## config.mk

```make
export PLATFORM = sky130hd
export DESIGN_NAME = regfile_hazard
export DESIGN_NICKNAME = d
export VERILOG_FILES = /design/src/rtl/regfile_hazard.sv
export SDC_FILE = /design/constraint.sdc
export NUM_CORES = 2
export LEC_CHECK = 0
export BUFFER_PORTS_ARGS = -buffer_cell sky130_fd_sc_hd__buf_4
export CORE_AREA = 2 2 343 345
export CTS_CLUSTER_DIAMETER = 200
export DETAILED_ROUTE_END_ITERATION = 16
export DIE_AREA = 0 0 345 347
export GPL_ROUTABILITY_DRIVEN = 0
export PLACE_DENSITY = 0.66
export SLEW_MARGIN = 20
export SYNTH_ARGS = -nofsm -noshare
export SYNTH_HDL_FRONTEND = slang
export SYNTH_SLANG_ARGS = --single-unit
```

## constraint.sdc

```tcl
create_clock -name clk -period 11.2 [get_ports clk]
set_input_delay 2.24 -clock clk [delete_from_list [all_inputs] [get_ports clk]]
set_output_delay 2.24 -clock clk [all_outputs]
set_load 0.02 [all_outputs]
```

## src/rtl/regfile_hazard.sv

```systemverilog
// Register file with a per-register pending (scoreboard) bit, optional
// write-to-read forwarding, flush of outstanding producers and a popcount of pending registers.
module regfile_hazard #(
  parameter int ADDRESS_WIDTH = 5,
  parameter int DATA_WIDTH    = 32,
  parameter int BYPASS        = 1
) (
  input  logic                     clk,
  input  logic                     rst_n,
  input  logic [ADDRESS_WIDTH-1:0] rs1,
  input  logic [ADDRESS_WIDTH-1:0] rs2,
  output logic [DATA_WIDTH-1:0]    rd1,
  output logic [DATA_WIDTH-1:0]    rd2,
  output logic                     rd1_busy,
  output logic                     rd2_busy,
  input  logic                     issue_en,
  input  logic [ADDRESS_WIDTH-1:0] issue_rd,
  input  logic                     wb_en,
  input  logic [ADDRESS_WIDTH-1:0] wb_addr,
  input  logic [DATA_WIDTH-1:0]    wb_data,
  input  logic                     flush,
  output logic [DATA_WIDTH-1:0]    a0,
  output logic [ADDRESS_WIDTH:0]   busy_count
);

  localparam int  NREGS     = 2 ** ADDRESS_WIDTH;
  localparam bit  BYPASS_EN = (BYPASS != 0);

  logic [DATA_WIDTH-1:0] regs_q [NREGS];
  logic [NREGS-1:0]      pending_q;
  logic [NREGS-1:0]      pending_d;
  logic                  bypass1;
  logic                  bypass2;

  // NOTE: the register array sits inside the async reset because the whole
  // architectural state must read zero the instant rst_n falls; no RAM macro here.
  always_ff @(posedge clk or negedge rst_n) begin
    if (!rst_n) begin
      for (int i = 0; i < NREGS; i++) regs_q[i] <= '0;
    end else if (wb_en && (wb_addr != '0)) begin
      regs_q[wb_addr] <= wb_data;
    end
  end

  // Later statements override earlier ones: issue beats write-back (the newer
  // producer is still outstanding) and flush beats both.
  always_comb begin
    // NOTE: start from the held value so every path assigns pending_d (no latch).
    pending_d = pending_q;
    if (wb_en)    pending_d[wb_addr]  = 1'b0;
    if (issue_en) pending_d[issue_rd] = 1'b1;
    if (flush)    pending_d           = '0;
    pending_d[0] = 1'b0;
  end

  // NOTE: sequential state uses non-blocking assignments so every flop samples
  // pre-edge values regardless of block ordering.
  always_ff @(posedge clk or negedge rst_n) begin
    if (!rst_n) pending_q <= '0;
    else        pending_q <= pending_d;
  end

  // Forwarding is suppressed while reset is asserted so all read data is zero.
  assign bypass1 = BYPASS_EN && rst_n && wb_en && (wb_addr == rs1) && (rs1 != '0);
  assign bypass2 = BYPASS_EN && rst_n && wb_en && (wb_addr == rs2) && (rs2 != '0);

  assign rd1      = bypass1 ? wb_data : regs_q[rs1];
  assign rd2      = bypass2 ? wb_data : regs_q[rs2];
  assign rd1_busy = pending_q[rs1] & ~bypass1;
  assign rd2_busy = pending_q[rs2] & ~bypass2;

  generate
    if (NREGS > 10) begin : g_a0
      assign a0 = regs_q[10];
    end else begin : g_no_a0
      assign a0 = '0;
    end
  endgenerate

  always_comb begin
    busy_count = '0;
    for (int i = 0; i < NREGS; i++) begin
      busy_count = busy_count + (ADDRESS_WIDTH + 1)'(pending_q[i]);
    end
  end

endmodule

```

==> results.py <==
metrics = {
    "logic_synthesis": {
        "syn_area_per_cell_sq_um": 15.3,
        "synthAdderAreaFrac_pct": 0.952,
        "synth_top_family_by_area": "multiplexers",
        "synth_edf_count": 0,
        "ys.flop_type": "dfrtp_1",
        "yosys.area.top_type": "dfrtp_1",
        "synthArstFlopShare_pct": 100,
        "synthXorXnorAreaFrac_pct": 0.167,
        "synthSimpleGateAreaFrac_pct": 1.44,
        "muxShareOfSynthArea_pct": 42.7,
        "syn_nets": 3850,
        "synth_cell_types": 54,
        "synthesis.instances": 3763,
        "synth_top_area_share_pct": 45.8,
        "netlist_area_sq_um": 57600,
        "synth_area_leaders": "dfrtp_1 (46%), mux4_2 (22%), mux2_2 (20%)",
        "yosysSeqAreaShare_pct": 45.8,
        "synth_warnings": 0,
        "yosys_register_bits": 1055,
        "synth_compound_area_share_pct": 4.82,
    },
    "route": {
        "drc_errors": 0,
        "routed_wl_microns": 174000,
        "drt_iter0_markers": 3355,
        "first_pass_iters": 5,
        "via_per_inst": 6.95,
        "wire_per_inst_microns": 33.2,
        "num_vias": 36435,
        "ant_nets": 0,
    },
    "clock_tree": {
        "clock_latency_ns": 0.69,
        "clockBufferDepth": 3,
        "cts_buffers": 112,
        "hold_buffers": 0,
        "cts_sinks": 1055,
        "cts_tree": "built",
        "postCtsSetupBuffers": 0,
        "postCtsResizedCells": 0,
        "htree_levels": 3,
        "clkTransAtPathRegs_ns": 0.06,
        "cts_root_buf": "clkbuf_16",
    },
    "worst_setup_path": {
        "cp.arrival_ns": 6.02,
        "critPathCaptureType": "output pin",
        "cp_max_fo": 83,
        "cp-start-kind": "input pin",
        "critical_path_class": "in2out",
        "worst_ep_required_time_ns": 8.96,
    },
    "floorplan": {
        "die_x_microns": 345,
        "fp.dieArea_sq_um": 120000,
        "io_pins": 161,
        "core_sq_um": 116000,
        "rows": 125,
        "die_h_microns": 347,
        "initial_core_util_pct": 49.8,
    },
    "cells_and_area": {
        "final_cells": 5245,
        "nFillCells": 9380,
        "layout_common_cells": "dfrtp_1 (1,055), mux2_2 (1,030), mux4_2 (560), buf_4 (223), clkbuf_16 (117)",
        "finalNetCount": 3715,
        "final_common_cell": "dfrtp_1",
        "area_delta_synth_final_pct": 10.3,
        "final_layout_size_suffix_gt1_share_pct": 55.5,
        "antennaDiodeCount": 0,
    },
    "sta": {
        "period_share_pct": 73.7,
        "period_needed_ns": 8.26,
        "final_max_slew_viol_count": 0,
        "report.final.setup_viol": 0,
        "hold_viol": 0,
        "setup_tns_ns": 0,
        "clock_skew_ns": 0,
        "max-slew-margin-rel_pct": 15.5,
        "worst_pin_slew_ns": 1.26,
        "fmax_mhz": 121,
        "rsz0062_at_grt": "false",
    },
    "power": {
        "combinationalPowerShare_pct": 21.2,
        "power.switching_uw": 3160,
        "seqPwrFrac_pct": 43.6,
        "power_frac_clock_pct": 35.2,
        "p_sw_share_pct": 27.3,
        "vdd_ir_drop_max_mv": 0.126,
        "intPower_uw": 8410,
        "p_leak_uw": 0.0268,
        "power_density_nw_per_um2": 182,
    },
    "placement": {
        "io_buffers": 160,
        "placed_cells": 5038,
        "dpl.hpwl_microns": 99700,
    },
    "grt": {
        "grt_max_degree": 175,
        "gr-total-overflow": 0,
        "antenna_found_initial": 4,
        "track_usage_pct": 29.2,
        "first_global_vias": 37565,
        "grt_first_pass_wirelength_microns": 258000,
    },
    "outcome": {
        "status": "finished clean",
    },
    "hold_path": {
        "hp-class": "reg2reg",
    },
    "run": {
        "max_cap_viol_count": 0,
    },
}
## routing by layer
metal | global-route usage (%) | share of wire (%) | up-vias | wire length [microns]
met3 | 8.41 | 9.5 | 385 | 16500
met1 | 40.4 | 41 | 19880 | 70900
met2 | 43.9 | 46 | 1664 | 79400
met5 | 0 | 0.022 | - | 39
met4 | 11.3 | 4.2 | 8 | 7250
li1 | - | - | 14498 | -
## synthesized netlist by cell type, types with 16 or more instances
master and instances:
buf_2 96, dfrtp_1 1055, buf_1 58, a2111oi_0 32, mux2_1 24, a311oi_1 62, inv_1 47, a221oi_1 31
a22o_1 36, a22oi_1 16, o22ai_1 31, buf_4 40, clkbuf_1 282, o31ai_1 31, nand4_1 31, o221ai_1 31
nor2_1 45, fa_1 23, o22a_1 31, mux4_2 560, nand2_1 38, mux2_2 1030
## final cells by class
class	count	area (sq um)	area share, %
clock buffers	161	3320	5.23
clock inverters	46	708	1.11
inverters	48	180	0.284
multi-input cells	2172	29000	45.7
flip-flops and latches	1055	26400	41.6
well taps	1524	1910	3.00
repair buffers	239	1950	3.08
## registers in the layout, indices dropped and copies added (netlist names)
register and flops:
a0 32, pending_q 31, regs_q 992
## stage by stage
step	total power, uW	util [%]	hold slack [ns]	worst slack [ns]	area (sq um)
finish	11600	54.9	0.392	2.94	63500
global route	12000	54.9	0.406	2.84	63500
CTS	11600	54.9	0.397	3.04	63500
detailed placement	7540	51.4	0.383	3.23	59500
global placement	7450	51.4	0.379	3.23	59500
floorplan	6750	-	0.441	4.08	57600
## critical path, cell delays in order
cell	delay, ns
clkbuf_8	0.69
buf_4	0.97
mux4_2	0.37
o22a_1	0.13
o221ai_1	0.18
o31ai_1	1.08
buf_4	0.30
## final timing paths
| path | from | end | slack (ns) | cells past startpoint |
|---|---|---|---|---|
| setup / recovery | rs2[2] | rd2[15] | 2.94 | 7 |
| hold / removal | regs_q[1015] | regs_q[1015] | 0.39 | 0 |
| setup reg to reg | pending_q[24] | pending_q[24] | 10.30 | 3 |
| hold reg to reg | regs_q[1015] | regs_q[1015] | 0.39 | 0 |
| max in group asynchronous | rst_n | regs_q[590] | 7.43 | 3 |
| min in group asynchronous | rst_n | regs_q[202] | 1.47 | 1 |
## kinds of logic after synthesis
| group | count (synthesis) |
|---|---|
| and+or+nand+nor | 162 |
| xor gates and xnor gates | 11 |
| AOI/OAI and AO/OA | 347 |
| DFF | 1055 |
| adders and majority gates | 30 |
| muxes | 1622 |
| buffers and inverters | 536 |
## power groups by stage
stage | Combinational [uW] | Clock, uW | Sequential (uW)
floorplan | 1850 | 0 | 4890
global placement | 2400 | 0 | 5050
detailed placement | 2450 | 0 | 5090
CTS | 2450 | 4120 | 5020
global route | 2600 | 4280 | 5130
finish | 2460 | 4070 | 5040
No activity file was read; power rests on OpenSTA's default activity.
